## src/rtl/dso_spi_pkg.sv

```systemverilog
// Shared types and constants for the DSO digital-section SPI path.
// Holds the arbiter state enum, slave-select codes and the SPI word width.
package dso_spi_pkg;

    localparam int unsigned SPI_W = 16;

    localparam logic [2:0] SS_TRIG = 3'd0;
    localparam logic [2:0] SS_CH1  = 3'd1;
    localparam logic [2:0] SS_CH2  = 3'd2;
    localparam logic [2:0] SS_CH3  = 3'd3;
    localparam logic [2:0] SS_EEP  = 3'd4;
    localparam logic [2:0] SS_NONE = 3'd7;

    typedef enum logic [1:0] {
        StIdle,
        StWait,
        StGap
    } arb_state_t;

endpackage

```

## src/rtl/spi_arbiter_if.sv

```systemverilog
// Bundle between the requesters, the SPI arbiter and the SPI master / SS decode.
// The slave modport is the arbiter's view; master is the requester/SPI-master side.
interface spi_arbiter_if #(
    parameter int unsigned NUM_REQ = 4
);
    import dso_spi_pkg::*;

    logic [NUM_REQ-1:0]       req;
    logic [SPI_W*NUM_REQ-1:0] req_cmd;
    logic [3*NUM_REQ-1:0]     req_ss;
    logic [NUM_REQ-1:0]       gnt;
    logic [NUM_REQ-1:0]       done;
    logic                     err;
    logic [SPI_W-1:0]         rd_data;
    logic                     busy;
    logic                     wrt_SPI;
    logic [SPI_W-1:0]         SPI_cmd;
    logic [2:0]               ss;
    logic                     SPI_done;
    logic [SPI_W-1:0]         SPI_data_out;

    modport master (
        output req, req_cmd, req_ss, SPI_done, SPI_data_out,
        input  gnt, done, err, rd_data, busy, wrt_SPI, SPI_cmd, ss
    );

    modport slave (
        input  req, req_cmd, req_ss, SPI_done, SPI_data_out,
        output gnt, done, err, rd_data, busy, wrt_SPI, SPI_cmd, ss
    );

endinterface

```

## src/rtl/rr_pick.sv

```systemverilog
// Combinational round-robin pick: first set request at or above ptr, wrapping.
// Returns the winner one-hot and its index; both zero when nothing is requested.
module rr_pick #(
    parameter int unsigned NUM_REQ = 4
) (
    input  logic [NUM_REQ-1:0]         req,
    input  logic [$clog2(NUM_REQ)-1:0] ptr,
    output logic [NUM_REQ-1:0]         winner,
    output logic [$clog2(NUM_REQ)-1:0] idx
);

    localparam int unsigned IDX_W = $clog2(NUM_REQ);

    always_comb begin : pick
        int unsigned pos;
        logic        found;
        winner = '0;
        idx    = '0;
        found  = 1'b0;
        pos    = 0;
        for (int unsigned k = 0; k < NUM_REQ; k++) begin
            pos = (32'(ptr) + k) % NUM_REQ;
            if (!found && req[pos]) begin
                found       = 1'b1;
                winner[pos] = 1'b1;
                idx         = IDX_W'(pos);
            end
        end
    end

endmodule

```

## src/rtl/spi_arbiter.sv

```systemverilog
// Round-robin arbiter sharing one SPI master among NUM_REQ requesters.
// Optional WAIT watchdog is built only when SPI_ARB_TIMEOUT_EN is defined.
module spi_arbiter
    import dso_spi_pkg::*;
#(
    parameter int unsigned NUM_REQ     = 4,
    parameter int unsigned TIMEOUT_CYC = 1024
) (
    input logic          clk,
    input logic          rst_n,
    spi_arbiter_if.slave bus
);

    localparam int unsigned IDX_W = $clog2(NUM_REQ);

    if (NUM_REQ < 2 || NUM_REQ > 8 || TIMEOUT_CYC < 2) begin : g_bad_cfg
        $error("spi_arbiter: unsupported NUM_REQ or TIMEOUT_CYC");
    end

    arb_state_t         state_q, state_d;
    logic [IDX_W-1:0]   ptr_q, ptr_d;
    logic [IDX_W-1:0]   w_q, w_d;
    logic [2:0]         ss_q, ss_d;
    logic [SPI_W-1:0]   cmd_q, cmd_d;
    logic [SPI_W-1:0]   rd_q, rd_d;
    logic [NUM_REQ-1:0] gnt_q, gnt_d;
    logic [NUM_REQ-1:0] done_q, done_d;
    logic               wrt_q, wrt_d;
    logic [NUM_REQ-1:0] pick_oh;
    logic [IDX_W-1:0]   pick_idx;
    logic [IDX_W-1:0]   ptr_after_w;

`ifdef SPI_ARB_TIMEOUT_EN
    localparam int unsigned CNT_W = $clog2(TIMEOUT_CYC);
    logic [CNT_W-1:0] cnt_q, cnt_d;
    logic             err_q, err_d;
`endif

    rr_pick #(
        .NUM_REQ (NUM_REQ)
    ) u_pick (
        .req    (bus.req),
        .ptr    (ptr_q),
        .winner (pick_oh),
        .idx    (pick_idx)
    );

    assign ptr_after_w = (w_q == IDX_W'(NUM_REQ - 1)) ? '0 : w_q + 1'b1;

    always_comb begin
        state_d = state_q;
        ptr_d   = ptr_q;
        w_d     = w_q;
        ss_d    = ss_q;
        cmd_d   = cmd_q;
        rd_d    = rd_q;
        gnt_d   = '0;
        done_d  = '0;
        wrt_d   = 1'b0;
`ifdef SPI_ARB_TIMEOUT_EN
        cnt_d   = cnt_q;
        err_d   = 1'b0;
`endif
        unique case (state_q)
            StIdle: begin
                if (|bus.req) begin
                    w_d     = pick_idx;
                    gnt_d   = pick_oh;
                    wrt_d   = 1'b1;
                    cmd_d   = bus.req_cmd[SPI_W*pick_idx +: SPI_W];
                    ss_d    = bus.req_ss[3*pick_idx +: 3];
                    state_d = StWait;
`ifdef SPI_ARB_TIMEOUT_EN
                    cnt_d   = '0;
`endif
                end
            end
            StWait: begin
                // A done seen while wrt_SPI is still high belongs to the previous transfer.
                if (bus.SPI_done && !wrt_q) begin
                    rd_d        = bus.SPI_data_out;
                    done_d[w_q] = 1'b1;
                    ptr_d       = ptr_after_w;
                    state_d     = StGap;
                end
`ifdef SPI_ARB_TIMEOUT_EN
                else if (cnt_q == CNT_W'(TIMEOUT_CYC - 1)) begin
                    rd_d        = '1;
                    done_d[w_q] = 1'b1;
                    err_d       = 1'b1;
                    ptr_d       = ptr_after_w;
                    state_d     = StGap;
                end else begin
                    cnt_d = cnt_q + 1'b1;
                end
`endif
            end
            StGap: begin
                ss_d    = SS_NONE;
                state_d = StIdle;
            end
            default: state_d = StIdle;
        endcase
    end

    always_ff @(posedge clk or negedge rst_n) begin
        if (!rst_n) begin
            state_q <= StIdle;
            ptr_q   <= '0;
            w_q     <= '0;
            ss_q    <= SS_NONE;
            cmd_q   <= '0;
            rd_q    <= '0;
            gnt_q   <= '0;
            done_q  <= '0;
            wrt_q   <= 1'b0;
        end else begin
            state_q <= state_d;
            ptr_q   <= ptr_d;
            w_q     <= w_d;
            ss_q    <= ss_d;
            cmd_q   <= cmd_d;
            rd_q    <= rd_d;
            gnt_q   <= gnt_d;
            done_q  <= done_d;
            wrt_q   <= wrt_d;
        end
    end

`ifdef SPI_ARB_TIMEOUT_EN
    always_ff @(posedge clk or negedge rst_n) begin
        if (!rst_n) begin
            cnt_q <= '0;
            err_q <= 1'b0;
        end else begin
            cnt_q <= cnt_d;
            err_q <= err_d;
        end
    end

    assign bus.err = err_q;
`else
    assign bus.err = 1'b0;
`endif

    assign bus.gnt     = gnt_q;
    assign bus.done    = done_q;
    assign bus.rd_data = rd_q;
    assign bus.busy    = (state_q != StIdle);
    assign bus.wrt_SPI = wrt_q;
    assign bus.SPI_cmd = cmd_q;
    assign bus.ss      = ss_q;

endmodule

```

## src/flat_wrapper.sv

```systemverilog
// flat-port wrapper written by rule: the top's interface ports become plain ports
module spi_arbiter_flat import dso_spi_pkg::*;
#(
    parameter int unsigned NUM_REQ     = 4,
    parameter int unsigned TIMEOUT_CYC = 1024
)
  (clk, rst_n, bus_req, bus_req_cmd, bus_req_ss, bus_SPI_done, bus_SPI_data_out, bus_gnt, bus_done, bus_err, bus_rd_data, bus_busy, bus_wrt_SPI, bus_SPI_cmd, bus_ss);
  spi_arbiter_if #(.NUM_REQ(NUM_REQ)) bus_i ();
  input logic clk;
  input logic rst_n;
  input wire logic [$bits(bus_i.req)-1:0] bus_req;
  input wire logic [$bits(bus_i.req_cmd)-1:0] bus_req_cmd;
  input wire logic [$bits(bus_i.req_ss)-1:0] bus_req_ss;
  input wire logic [$bits(bus_i.SPI_done)-1:0] bus_SPI_done;
  input wire logic [$bits(bus_i.SPI_data_out)-1:0] bus_SPI_data_out;
  output wire logic [$bits(bus_i.gnt)-1:0] bus_gnt;
  output wire logic [$bits(bus_i.done)-1:0] bus_done;
  output wire logic [$bits(bus_i.err)-1:0] bus_err;
  output wire logic [$bits(bus_i.rd_data)-1:0] bus_rd_data;
  output wire logic [$bits(bus_i.busy)-1:0] bus_busy;
  output wire logic [$bits(bus_i.wrt_SPI)-1:0] bus_wrt_SPI;
  output wire logic [$bits(bus_i.SPI_cmd)-1:0] bus_SPI_cmd;
  output wire logic [$bits(bus_i.ss)-1:0] bus_ss;
  assign bus_i.req = bus_req;
  assign bus_i.req_cmd = bus_req_cmd;
  assign bus_i.req_ss = bus_req_ss;
  assign bus_i.SPI_done = bus_SPI_done;
  assign bus_i.SPI_data_out = bus_SPI_data_out;
  assign bus_gnt = bus_i.gnt;
  assign bus_done = bus_i.done;
  assign bus_err = bus_i.err;
  assign bus_rd_data = bus_i.rd_data;
  assign bus_busy = bus_i.busy;
  assign bus_wrt_SPI = bus_i.wrt_SPI;
  assign bus_SPI_cmd = bus_i.SPI_cmd;
  assign bus_ss = bus_i.ss;
  spi_arbiter #(.NUM_REQ(NUM_REQ), .TIMEOUT_CYC(TIMEOUT_CYC)) u_core (.clk(clk), .rst_n(rst_n), .bus(bus_i));
endmodule
```

## config.mk

```make
export PLATFORM = sky130hd
export DESIGN_NAME = spi_arbiter_flat
export DESIGN_NICKNAME = d
export VERILOG_FILES = /design/src/rtl/dso_spi_pkg.sv /design/src/rtl/spi_arbiter_if.sv /design/src/rtl/rr_pick.sv /design/src/rtl/spi_arbiter.sv /design/src/flat_wrapper.sv
export SDC_FILE = /design/constraint.sdc
export NUM_CORES = 1
export LEC_CHECK = 0
export ABC_AREA = 1
export CORE_MARGIN = 2
export CORE_UTILIZATION = 42
export CTS_CLUSTER_DIAMETER = 120
export DETAILED_ROUTE_END_ITERATION = 16
export PLACE_DENSITY = 0.89
export SLEW_MARGIN = 0
export SYNTH_ARGS = -nofsm -noshare
export SYNTH_HDL_FRONTEND = slang
export SYNTH_SLANG_ARGS = --single-unit
```

## constraint.sdc

```tcl
create_clock -name clk -period 2.6 [get_ports clk]
set_input_delay 0.52 -clock clk [delete_from_list [all_inputs] [get_ports clk]]
set_output_delay 0.52 -clock clk [all_outputs]
set_load 0.02 [all_outputs]
```

Word level (Yosys, flattened, before mapping)
Index checks and enable logic that the tools add are counted.
{"block": "word_totals", "register_bits": 50, "latchBits": 0, "mem_bits_rw": 0, "mem_bits_ro": 0, "in_bits": 99, "output_inout_bits": 46, "word_cells": 96, "memories": 0}
{"block": "op_classes", "add_sub_neg": 4, "multipliers": 1, "div_mod_pow": 0, "order_cmp": 10, "eq_ne": 5, "n_shift": 2, "mux": 41, "bitwise_logic": 3, "reduce_logical": 21}
{"operator": "$shiftx A64 B7 Y16", "count": 1}
{"operator": "$mux W4", "count": 8}
{"operator": "$lt A2 B3 Y1 const B", "count": 5}
{"operator": "$mux W1", "count": 14}
{"operator": "$mux W2", "count": 7}
{"operator": "$or A4 B4 Y4", "count": 3}
{"operator": "$shiftx A12 B5 Y3", "count": 1}
{"operator": "$demux W1 S2", "count": 5}
{"operator": "$ge A2 B1 Y1 const B", "count": 5}
{"operator": "$logic_and A1 B1 Y1", "count": 9}
{"operator": "$bmux W1 S2", "count": 4}
{"operator": "$reduce_and A2 Y1", "count": 4}
{"operator": "$pmux W3 S2", "count": 1}
{"operator": "$add A2 B1 Y2 const B", "count": 2}
{"operator": "$add A2 B2 Y2 const B", "count": 2}
{"operator": "$eq A2 B2 Y1 const B", "count": 2}
{"operator": "$logic_not A1 Y1", "count": 4}
{"operator": "$mul A2 B2 Y4 const A", "count": 1}
{"operator": "$ne A2 B1 Y1 const B", "count": 2}
{"operator": "$pmux W2 S2", "count": 1}
{"operator": "$reduce_bool A2 Y1", "count": 2}
{"operator": "$reduce_or A4 Y1", "count": 1}
{"operator": "$mux W3", "count": 1}
{"operator": "$eq A2 B1 Y1 const B", "count": 1}
{"operator": "$logic_not A2 Y1", "count": 1}

Longest topological paths before layout
Gate-level depths: netlist (run 1).
{"block": "logic_depth", "ltp_word": 16, "depth_mapped": 17, "mapped_depth_nobuf": 15}

Cells and area by module
A second synthesis (run 1) with hierarchy kept.
{"block": "hier_totals", "cells_unflattened": 501, "hier_area_um2": 3334.4}
{"module": "spi_arbiter", "n_inst": 1, "cells_per_inst": 419, "area_per_inst_um2": 2857.7}
{"module": "rr_pick", "n_inst": 1, "cells_per_inst": 82, "area_per_inst_um2": 476.7}

Worst setup path after synthesis (run 1)
Ideal clock, no wire load.
{"block": "synth_path", "path_kind": "register to register", "from": "reg u_core.ptr_q[0]", "to": "reg u_core.cmd_q[3] (netlist: u_core.bus.SPI_cmd[3])", "setup_time_ns": 0.124, "arrival_time_ns": 2.054, "t_required_ns": 2.476, "slack_ns": 0.422, "path_stages_with_launch": 17, "synth_period_minus_slack_ns": 2.178, "cell_sequence": "dfrtp_1 -> buf_4 -> inv_8 -> ha_1 -> inv_1 -> nand3_1 -> nand2_1 -> o21ai_0 -> nand2_1 -> nand2_4 -> nand2_4 -> buf_6 -> buf_6 -> nand2_1 -> nand2_1 -> nand2_1 -> nand3_1"}
{"block": "synth_between", "elab_chain_cells": 13, "word_cells_on_any_way": 25, "cone_classes": "add/sub: 3; shift: 1; mux: 15; reduce/logical: 6"}
{"item": "start, declared", "line_no": "spi_arbiter.sv:21", "source": "logic [IDX_W-1:0] ptr_q, ptr_d;"}
{"item": "start signal, assigned", "line_no": "spi_arbiter.sv:119", "source": "ptr_q <= ptr_d;"}
{"item": "branches (longest 11 deep; another with $add A2 B1 Y2)"}
{"item": "$mux W2 (*)", "line_no": "rr_pick.sv:23", "source": "if (!found && req[pos]) begin"}
{"item": "$shiftx A64 B7 Y16 (*)", "line_no": "spi_arbiter.sv:70", "source": "cmd_d = bus.req_cmd[SPI_W*pick_idx +: SPI_W];"}
{"item": "end signal, assigned", "line_no": "spi_arbiter.sv:122", "source": "cmd_q <= cmd_d;"}
{"item": "end, declared", "line_no": "spi_arbiter.sv:24", "source": "logic [SPI_W-1:0] cmd_q, cmd_d;"}
Every way passes the cells marked *. The select of a mux whose other input is x is not followed.
A chain may end at the register's enable or synchronous reset.

Worst setup path after layout (run 1)
{"block": "layout_path", "from": "reg u_core.ptr_q[0]", "to": "reg u_core.cmd_q[8] (netlist: u_core.bus.SPI_cmd[8])"}
The elaborated chain is that of the path after synthesis.

==> summary.txt, run 1 <==
Synthesis
  • #FFs+latches synth: 50
  • Synth warnings: 0
  • Synth area leaders: dfrtp_1 37%, nand2_1 27%, nand3_1 7.8%
  • Sequential share of the synthesized area: between 30% and 40%
  • Top_reg_cell synth: dfrtp_1
  • Post-Syn Area: between 3000 and 4000 um2
  • Area leader, netlist: dfrtp_1
  • FFs w/ async S/R, synth: 100%
  • EDFF count, synth: 0
  • Yosys top cell area share: a little under two fifths
  • Synth Net Count: about 560
  • Post-synth cell types: 30
  • Syn Area/Cell: between 6 and 7 um2
  • Post-Synthesis Cells: 452

Routing
  • Post-route ant nets: 0
  • Met2 WL post-DR: around 4600 um
  • Top sig layer: met4
  • Routed WL: a little over 9000 um
  • # DRC: 0
  • Vias: ~3.4k
  • Starting DRT DRC Count: about 330
  • WL met3: ~750 um
  • Drt pass-1 iters: 5
  • Met1 wire length: ~3700 um
  • Via-to-Cell Ratio: 4.91
  • Mean routed wirelength per cell: between 10 and 15 um

Clock tree
  • CTS tree: yes
  • Clk_lat worst skew: around 0.32 ns
  • CTS clk-pin slew, worst paths: 0.10 ns
  • CTS max path bufs: 2
  • CTS H-tree depth: 2
  • Post-cts hold buffer count: 0
  • CTS sink cnt: 50
  • Setup Buffers After CTS: 0
  • CTS resizes: 0
  • Num CTS Buffers: 5
  • CTS Root Cell: clkbuf_8

Timing
  • Slew of the pin with the lowest slew margin: 0.618 ns
  • Final period util: approximately 95%
  • Fin crit period: roughly 2.5 ns
  • Worst setup margin: between 0.1 and 0.15 ns
  • Setup TNS: 0 ns
  • RSZ-0062 raised after global routing: false
  • Slew Limit Fails: 0
  • Count of final hold-check violations: 0
  • Final setup fails: 0
  • Relative slew slack: about three fifths
  • Fmax: ~400 MHz
  • Skew final: around 0.016 ns

Floorplanning
  • Die Area: just over 8000 um2
  • Boundary pin count: around 150
  • Row cnt: 31
  • Initial Util: between 40% and 50%
  • Die W: slightly above 90 um
  • Die height: 90.7 um
  • Std-Cell Core Area: between 7000 and 8000 um2

Global routing
  • Pin count of the biggest net entering global routing: 27
  • First-pass GRT wire length: roughly 15,000 um
  • Total Routing Usage GR: 22.7%
  • Grt ovf: 0
  • Antenna violations before repair: 0
  • Number of global-route vias before repair: approximately 3.3k

Layout
  • FF/Latch Area: 1260 um2
  • Fill count: 600
  • Fin nets: between 700 and 800
  • Area of the multi-input gates: 1630 um2
  • Synth-to-Final Area Change: 54.2%
  • Layout cells sized above 1: 7.50%
  • Ant diodes: 0
  • Final Util: around 67%

Min path
  • Tightest Hold Check Type: in2async

Critical path
  • Family with the most delay on the worst path: simple AND/OR/NAND/NOR gates
  • CP most frequent cell: nand2_1
  • Worst Setup Start Kind: flip-flop
  • Crit-path max FO: 17
  • Crit path buf inv count: 3
  • CP arrival: approximately 2.7 ns
  • Worst path max stage delay: 0.45 ns
  • Crit. End Element: flip-flop
  • Slowest cell on crit path: dfrtp_1
  • Crit path cell chain: inv_8, ha_1, inv_1, nand3_1, nand2_1, nor2_4, nand2_1, nand2_1, nand2_4, nand2_4, buf_4, nand2_1, nand2_1, nand2_1, nand3_1
  • WS Path Type: reg2reg
  • Critical Path RT: between 2 and 3 ns

Pwr
  • Static Leak: 2.46 nW
  • Peak supply drop: 0.000541 V
  • Final Total Pwr: 0.00682 W
  • Power density over the cells: around 1400 nW/um2

Place
  • DP Wirelength: between 7000 and 8000 um
  • Port bufs: ~140
  • GPL Wtd Cong: around 0.85
  • Place WS: 0.0226 ns

Run
  • Max cap viols: 0

Outcome
  • Status: completed
[stage by stage]
step / instance area (um2) / hold slack, ns / std cells
6_report: 4870 / 0.201 / 699
5_1_grt: 4870 / 0.248 / 699
4_1_cts: 4870 / 0.230 / 699
3_5_place_dp: 4750 / 0.461 / 691
3_3_place_gp: 4750 / 0.455 / 691
2_1_floorplan: 3160 / 0.224 / 452
[kinds of logic after synthesis]
kind of cell,Yosys count,share of synthesized area [%]
other,1,0.119
adders and majority gates,11,4.36
AOI/OAI and AO/OA,10,1.74
DFF,50,39.7
buffers and inverters,61,8.68
and+or+nand+nor,319,45.4
[cell type report]
type,instances,area share [%]
Inverter,43,3.52
Tap cell,99,2.54
Sequential cell,50,25.8
Clock buffer,6,1.70
Multi-Input combinational cell,341,33.5
Timing Repair Buffer,158,32.1
Clock inverter,2,0.796
[layout by cell type, fill, tap and decap left out, drive strengths merged]
cell type / n
a21boi: 1
a21oi: 3
a22oi: 1
buf: 16
bufinv: 1
clkbuf: 6
clkdlybuf4s50: 142
clkinv: 1
conb: 1
dfrtp: 47
dfstp: 3
ha: 11
inv: 43
nand2: 232
nand3: 50
nand3b: 16
nand4: 6
nor2: 12
nor3: 1
nor4: 1
o21ai: 5
or3: 1
[registers in the layout, summed over array words and instances (netlist names)]
register and cells:
u_core.bus.wrt_SPI 1, u_core.state_q 2, u_core.bus.gnt 4, u_core.bus.done 4, u_core.bus.SPI_cmd 16, u_core.bus.ss 3
u_core.w_q 2, u_core.ptr_q 2, u_core.bus.rd_data 16
[worst paths after layout]
check	end	slack, ns	depth (start not counted)	start
setup / recovery	u_core.bus.SPI_cmd[8]$_DFFE_PN0P_	0.13	15	u_core.ptr_q[0]$_DFFE_PN0P_
hold / removal	u_core.bus.SPI_cmd[10]$_DFFE_PN0P_	0.20	1	rst_n
setup reg to reg	u_core.bus.SPI_cmd[8]$_DFFE_PN0P_	0.13	15	u_core.ptr_q[0]$_DFFE_PN0P_
hold reg to reg	u_core.bus.rd_data[13]$_DFFE_PN0P_	0.48	2	u_core.bus.rd_data[13]$_DFFE_PN0P_
max in group asynchronous	u_core.bus.rd_data[10]$_DFFE_PN0P_	1.83	2	rst_n
min in group clk	u_core.bus.rd_data[13]$_DFFE_PN0P_	0.48	2	u_core.bus.rd_data[13]$_DFFE_PN0P_
[cells in the mapped netlist (2+ instances only)]
master,number
o21ai_0,5
buf_2,6
inv_2,2
dfstp_2,3
nand2_2,4
buf_4,4
buf_6,2
ha_1,11
a21oi_1,3
nor2_1,9
inv_1,39
nand4_1,5
nand3_1,49
nor2_4,2
nand2_4,4
dfrtp_1,47
nand2_1,224
nand3b_1,16
clkbuf_1,6
[routing by layer]
metal  track usage (%)  up-vias
li1                  -     1691
met1              26.1     1546
met2              39.9      164
met3              6.01       32
met4              9.10        0
met5                 0        -
[power by group]
part / leakage, nW / switching, W / total, W / internal (W)
clock network: 0.0618 / 0.000272 / 0.000589 / 0.000317
registers: 0.624 / 0.000218 / 0.00138 / 0.00117
logic: 1.78 / 0.00293 / 0.00484 / 0.00191
(Power assumes the default switching activity.)
==> run 2: changes to the inputs <==
--- a/config.mk
+++ b/config.mk
@@ -10,7 +10,7 @@
 export CORE_UTILIZATION = 42
 export CTS_CLUSTER_DIAMETER = 120
 export DETAILED_ROUTE_END_ITERATION = 16
-export PLACE_DENSITY = 0.89
+export PLACE_DENSITY = 0.92
 export SLEW_MARGIN = 0
 export SYNTH_ARGS = -nofsm -noshare
 export SYNTH_HDL_FRONTEND = slang
==> run 2 against run 1 <==
Against the previous run:
- clock-buffer cell count decreased by 1
- non-clock buffer count decreased by 2
- clock skew increased by 0.0053 ns
- power decreased by 2.8%
- die area unchanged
- first-iteration DRC count decreased by 44%
- core utilization decreased by 0.85 points
- sequential power about the same
- critical endpoint unchanged
==> summary.txt, run 2 (synthesized netlist as in run 1, its figures left out) <==
Layout
  • Synth-to-Final Area Change: 52.3%
  • Fin nets: 707 (-0.28%)
  • Ant diodes: 0 (unchanged)
  • Final cell count without fillers: 697 (-0.29%)
  • Area of the multi-input gates: 1630 um2 (unchanged)
  • Commonest non-fill, non-tap cells in the layout: 224 x nand2_1, 142 x clkdlybuf4s50_1, 49 x nand3_1
  • Fill count: 603 (+0.50%)
  • Layout cells sized above 1: 7.19% (-0.31 points)
  • FF/Latch Area: 1260 um2 (unchanged)
  • Final Util: 66.3% (-0.85 points)
  • Commonest non-fill, non-tap cell in the layout: nand2_1

Floorplanning
  • Die Area: 8230 um2 (unchanged)
  • Std-Cell Core Area: 7250 um2 (unchanged)
  • Die height: 90.7 um (unchanged)
  • Die W: 90.7 um (unchanged)
  • Row cnt: 31 (unchanged)
  • Boundary pin count: 145 (unchanged)
  • Initial Util: 43.5% (unchanged)

Critical path
  • Crit-path max FO: 19 (+2)
  • WS Path Type: reg2reg
  • Critical path origin: u_core.ptr_q[0]$_DFFE_PN0P_
  • Family with the most delay on the worst path: simple AND/OR/NAND/NOR gates
  • CP most frequent cell: nand2_1
  • Slowest cell on crit path: dfrtp_1
  • R2r startpoint: u_core.ptr_q[0]$_DFFE_PN0P_
  • Worst path max stage delay: 0.45 ns (about the same)
  • Crit path cell chain: inv_8, ha_1, inv_1, nand3_1, nand2_1, nor2_4, nand2_1, nand2_1, nand2_4, nand2_4, buf_4, nand2_1, nand2_1, nand2_1, nand3_1
  • Crit. End Element: flip-flop
  • Crit path buf inv count: 3 (unchanged)
  • CP arrival: 2.62 ns (-0.09 ns)
  • Worst Setup Start Kind: flip-flop
  • Critical Path RT: 2.86 ns (about the same)

Routing
  • Via-to-Cell Ratio: 4.87 (-0.85%)
  • WL met3: 816 um (+8.4%)
  • # DRC: 0 (unchanged)
  • Met2 WL post-DR: 4700 um (+2.7%)
  • Routed WL: 9380 um (+0.37%)
  • Mean routed wirelength per cell: 13.5 um (+0.66%)
  • Top sig layer: met4
  • Starting DRT DRC Count: 186 (-44%)
  • Post-route ant nets: 0 (unchanged)
  • Met1 wire length: 3620 um (-2.5%)
  • Drt pass-1 iters: 5 (unchanged)
  • Vias: 3,394 (-1.1%)

Timing
  • RSZ-0062 raised after global routing: false
  • Skew final: 0.0218 ns (+0.00528 ns)
  • Final setup fails: 0 (unchanged)
  • Final period util: 90.8% (-4.0 points)
  • Worst hold margin: 0.294 ns (+0.0931 ns)
  • Fin crit period: 2.36 ns (-0.105 ns)
  • Slew Limit Fails: 0 (unchanged)
  • Relative slew slack: 58.3% (-0.49 points)
  • Fmax: 424 MHz (+4.5%)
  • Slew of the pin with the lowest slew margin: 0.625 ns (+0.00740 ns)
  • Count of final hold-check violations: 0 (unchanged)
  • Setup TNS: 0 ns (unchanged)

Pwr
  • Peak supply drop: 0.000595 V (+10%)
  • Final Total Pwr: 0.00662 W (-2.8%)
  • Static Leak: 2.43 nW (-1.3%)
  • Power density over the cells: 1380 nW/um2 (-1.6%)

Clock tree
  • Post-cts hold buffer count: 0 (unchanged)
  • Num CTS Buffers: 5 (unchanged)
  • Setup Buffers After CTS: 0 (unchanged)
  • CTS sink cnt: 50 (unchanged)
  • CTS clk-pin slew, worst paths: 0.11 ns (about the same)
  • CTS Root Cell: clkbuf_8
  • CTS max path bufs: 2 (unchanged)
  • CTS tree: yes
  • Clk_lat worst skew: 0.31 ns (about the same)
  • CTS H-tree depth: 2 (unchanged)

Outcome
  • Status: completed

Min path
  • Tightest Hold Check Type: in2async

Global routing
  • Antenna violations before repair: 0 (unchanged)
  • Pin count of the biggest net entering global routing: 51 (+89%)
  • Grt ovf: 0 (unchanged)
  • Number of global-route vias before repair: 3,396 (+2.3%)
  • First-pass GRT wire length: 15,500 um (+0.99%)
  • Total Routing Usage GR: 22.7% (about the same)

Run
  • Max cap viols: 0 (unchanged)

Place
  • Port bufs: 143 (unchanged)
  • DP Wirelength: 7350 um (+3.1%)
  • GPL Wtd Cong: 0.812 (-4.4%)
  • Placed Cells: 689 (-0.29%)
-- run 2: layout make-up --
cell class | instances | area share, %
clock buffer | 5 | 1.43
clock inverter | 3 | 0.442
sequential | 50 | 26.1
timing repair buffer | 156 | 31.9
tap | 99 | 2.58
multi-input combinational | 341 | 34.0
inverter | 43 | 3.51
-- run 2: where the power goes --
group          total, W  switching, W  internal (W)  leakage (nW)
Sequential      0.00138      0.000214       0.00117         0.624
Clock          0.000461      0.000271      0.000190        0.0441
Combinational   0.00478       0.00294       0.00184          1.76
Total           0.00662       0.00342       0.00320          2.43
-- run 2: metal layers --
metal  global-route usage [%]  vias to the layer above
met1                     25.8                     1542
met5                        0                        -
met4                     8.97                        0
met3                     6.09                       27
met2                     40.3                      139
li1                         -                     1686
-- run 2: repair_timing --
item                                   CTS  global route
setup endpoints to repair                0             1
endpoints found under the hold margin    0             0
gates resized for setup                  0             1
-- run 2: worst register-to-register path: stages (launching register included) --
cell and delay, ns:
dfrtp_1 0.45, inv_8 0.08, ha_1 0.37, inv_1 0.09, nand3_1 0.09, nand2_1 0.11
nor2_4 0.18, nand2_1 0.06, nand2_1 0.10, nand2_4 0.06, nand2_4 0.16, buf_4 0.26
nand2_1 0.09, nand2_1 0.09, nand2_1 0.05, nand3_1 0.08
-- run 2: through the flow --
step           area (um2)  worst slack [ns]
5_1_grt              4810            0.0317
3_5_place_dp         4720            0.0909
6_report             4810             0.240
3_3_place_gp         4720             0.159
2_1_floorplan        3160             0.422
4_1_cts              4810             0.234
-- run 2: final timing paths --
kind	slack, ns	cells after the start	endpoint
hold reg to reg	0.48	2	u_core.bus.rd_data[11]$_DFFE_PN0P_
setup reg to reg	0.24	15	u_core.bus.SPI_cmd[8]$_DFFE_PN0P_
max in group asynchronous	1.83	2	u_core.ptr_q[1]$_DFFE_PN0P_
setup / recovery	0.24	15	u_core.bus.SPI_cmd[8]$_DFFE_PN0P_
hold / removal	0.29	2	u_core.bus.SPI_cmd[3]$_DFFE_PN0P_
min in group clk	0.48	2	u_core.bus.rd_data[11]$_DFFE_PN0P_
==> run 3: changes to the inputs <==
--- a/config.mk
+++ b/config.mk
@@ -6,7 +6,6 @@
 export NUM_CORES = 1
 export LEC_CHECK = 0
 export ABC_AREA = 1
-export CORE_MARGIN = 2
 export CORE_UTILIZATION = 42
 export CTS_CLUSTER_DIAMETER = 120
 export DETAILED_ROUTE_END_ITERATION = 16
==> run 3 against run 2 <==
Against the previous run:
- sequential cell count is the same
- core utilization grew 0.60 points
- global-route usage grew 0.76 points
- design area increased by 0.91%
- power up 2.4%
- via count rose by 2.4%
- clock-buffer cell count is the same
- sequential share of layout area fell by 0.21 points
- critical path depth increased by 1
- die area decreased by 4.4%
- critical path type unchanged
==> summary.txt, run 3 (synthesized netlist as in run 1, its figures left out) <==
Outcome
  • Status: completed

Timing
  • Final setup fails: 0 (unchanged)
  • Final period util: 91.1% (+0.32 points)
  • RSZ-0062 raised after global routing: false
  • Fmax: 422 MHz (-0.35%)
  • Count of final hold-check violations: 0 (unchanged)
  • Skew final: 0.0140 ns (-0.00776 ns)
  • Slew Limit Fails: 0 (unchanged)
  • Fin crit period: 2.37 ns (+0.00834 ns)
  • Setup TNS: 0 ns (unchanged)

Layout
  • Fin nets: 708 (+0.14%)
  • Fill count: 584 (-3.2%)
  • Area of the multi-input gates: 1640 um2 (+0.15%)
  • Layout cells sized above 1: 7.68% (+0.49 points)
  • Commonest non-fill, non-tap cells in the layout: 224 x nand2_1, 142 x clkdlybuf4s50_1, 49 x nand3_1
  • FF/Latch Area: 1260 um2 (+0.10%)
  • Commonest non-fill, non-tap cell in the layout: nand2_1
  • Synth-to-Final Area Change: 53.7%
  • Ant diodes: 0 (unchanged)

Floorplanning
  • Initial Util: 43.5% (unchanged)
  • Std-Cell Core Area: 7250 um2 (unchanged)
  • Die W: 88.7 um (-2.2%)
  • Die height: 88.7 um (-2.2%)
  • Die Area: 7870 um2 (-4.4%)
  • Row cnt: 31 (unchanged)
  • Boundary pin count: 145 (unchanged)

Global routing
  • Total Routing Usage GR: 23.5% (+0.76 points)
  • Pin count of the biggest net entering global routing: 22 (-57%)
  • First-pass GRT wire length: 14,500 um (-6.6%)
  • Number of global-route vias before repair: 3,351 (-1.3%)
  • Antenna violations before repair: 0 (unchanged)
  • Grt ovf: 0 (unchanged)

Critical path
  • Reg2Reg Depth: 16 (+1)
  • WS Path Type: reg2reg
  • Crit. End Element: flip-flop
  • CP most frequent cell: nand2_1
  • Family with the most delay on the worst path: simple AND/OR/NAND/NOR gates
  • CP arrival: 2.57 ns (-0.05 ns)
  • Crit path cell chain: inv_1, ha_2, inv_1, nand3_1, nand2_1, nor2_4, nand2_1, nand2_1, nand2_4, nand2_4, buf_4, nand2_1, nand3_1, nand2_1, nand2_1, nand2_1
  • Worst Setup Start Kind: flip-flop
  • Slowest cell on crit path: dfrtp_2
  • Critical Path RT: 2.80 ns (-0.06 ns)
  • Crit path buf inv count: 3 (unchanged)
  • Critical Path Stages: 16 (+1)
  • Worst path max stage delay: 0.43 ns (-0.02 ns)
  • Crit-path max FO: 10 (-9)

Clock tree
  • Num CTS Buffers: 5 (unchanged)
  • CTS clk-pin slew, worst paths: 0.10 ns (about the same)
  • CTS tree: yes
  • CTS sink cnt: 50 (unchanged)
  • CTS max path bufs: 2 (unchanged)
  • Post-cts hold buffer count: 0 (unchanged)
  • CTS H-tree depth: 2 (unchanged)
  • CTS Root Cell: clkbuf_8
  • Clk_lat worst skew: 0.31 ns (about the same)

Place
  • DP Wirelength: 7180 um (-2.3%)
  • GPL Wtd Cong: 0.834 (+2.7%)
  • Port bufs: 143 (unchanged)

Pwr
  • Final Total Pwr: 0.00678 W (+2.4%)
  • Static Leak: 2.45 nW (+0.76%)
  • Power density over the cells: 1400 nW/um2 (+1.5%)
  • Peak supply drop: 0.000619 V (+4.0%)

Routing
  • Post-route ant nets: 0 (unchanged)
  • Via-to-Cell Ratio: 4.98 (+2.2%)
  • Vias: 3,475 (+2.4%)
  • Routed WL: 9350 um (-0.35%)
  • Drt pass-1 iters: 7 (+2)
  • # DRC: 0 (unchanged)
  • Mean routed wirelength per cell: 13.4 um (-0.49%)
  • Starting DRT DRC Count: 184 (-1.1%)

Min path
  • Tightest Hold Check Type: in2async

Run
  • Max cap viols: 0 (unchanged)
## run 3: cell types whose count changed in the layout (fill, tap and decap cells not counted)
cell	previous run	this run
clkinv_2	1	0
dfrtp_2	1	2
inv_2	2	1
ha_1	11	10
bufinv_16	0	1
dfrtp_1	46	45
buf_6	0	1
inv_4	0	1
clkinvlp_4	1	0
ha_2	0	1
inv_6	0	1
## run 3: worst register-to-register path, cell delays in order, from the launching register on
cell	delay (ns)
dfrtp_2	0.43
inv_1	0.07
ha_2	0.38
inv_1	0.09
nand3_1	0.09
nand2_1	0.12
nor2_4	0.18
nand2_1	0.06
nand2_1	0.11
nand2_4	0.11
nand2_4	0.15
buf_4	0.18
nand2_1	0.06
nand3_1	0.06
nand2_1	0.06
nand2_1	0.06
nand2_1	0.05
## run 3: power breakdown
part	switching (W)	leakage [nW]	internal, W
sequential	0.000226	0.623	0.00117
clock	0.000276	0.0587	0.000292
combinational	0.00295	1.77	0.00187
total	0.00345	2.45	0.00333
## run 3: final cells by class
| class | instances | share of cell area, % |
|---|---|---|
| Multi-Input combinational cell | 341 | 33.7 |
| Timing Repair Buffer | 157 | 31.9 |
| Sequential cell | 50 | 25.9 |
| Inverter | 43 | 3.53 |
| Tap cell | 99 | 2.55 |
| Clock buffer | 5 | 1.42 |
| Clock inverter | 3 | 0.980 |
## run 3: worst paths after layout
kind | start | end | slack [ns]
max | u_core.ptr_q[1]$_DFFE_PN0P_ | u_core.bus.SPI_cmd[1]$_DFFE_PN0P_ | 0.23
max reg2reg | u_core.ptr_q[1]$_DFFE_PN0P_ | u_core.bus.SPI_cmd[1]$_DFFE_PN0P_ | 0.23
min reg2reg | u_core.bus.rd_data[8]$_DFFE_PN0P_ | u_core.bus.rd_data[8]$_DFFE_PN0P_ | 0.48
max in group asynchronous | rst_n | u_core.ptr_q[0]$_DFFE_PN0P_ | 1.85
min in group clk | u_core.bus.rd_data[8]$_DFFE_PN0P_ | u_core.bus.rd_data[8]$_DFFE_PN0P_ | 0.48
min | rst_n | u_core.bus.SPI_cmd[6]$_DFFE_PN0P_ | 0.10
## run 3: timing repair
item,in CTS,in global routing
setup endpoints to repair,0,16
hold endpoints to repair,0,0
buffers inserted,0,0
resized for setup,0,6
## run 3: through the flow
stage / instances / utilization [%] / hold slack [ns] / cell area [um2] / setup WS, ns
2_1_floorplan: 452 / - / 0.224 / 3160 / 0.422
3_3_place_gp: 690 / 65.2 / 0.441 / 4730 / 0.147
3_5_place_dp: 690 / 65.2 / 0.448 / 4730 / 0.0552
4_1_cts: 698 / 66.8 / 0.107 / 4840 / 0.134
5_1_grt: 698 / 66.9 / 0.111 / 4850 / 0.0165
6_report: 698 / 66.9 / 0.102 / 4850 / 0.231
## run 3: metal layers
| layer | share of wire, % | wire, um | track usage (%) |
|---|---|---|---|
| met1 | 38 | 3550 | 25.2 |
| met2 | 52 | 4830 | 44.0 |
| met3 | 8.8 | 822 | 6.72 |
| met4 | 1.5 | 142 | 7.77 |
| met5 | 0 | 0 | 0 |
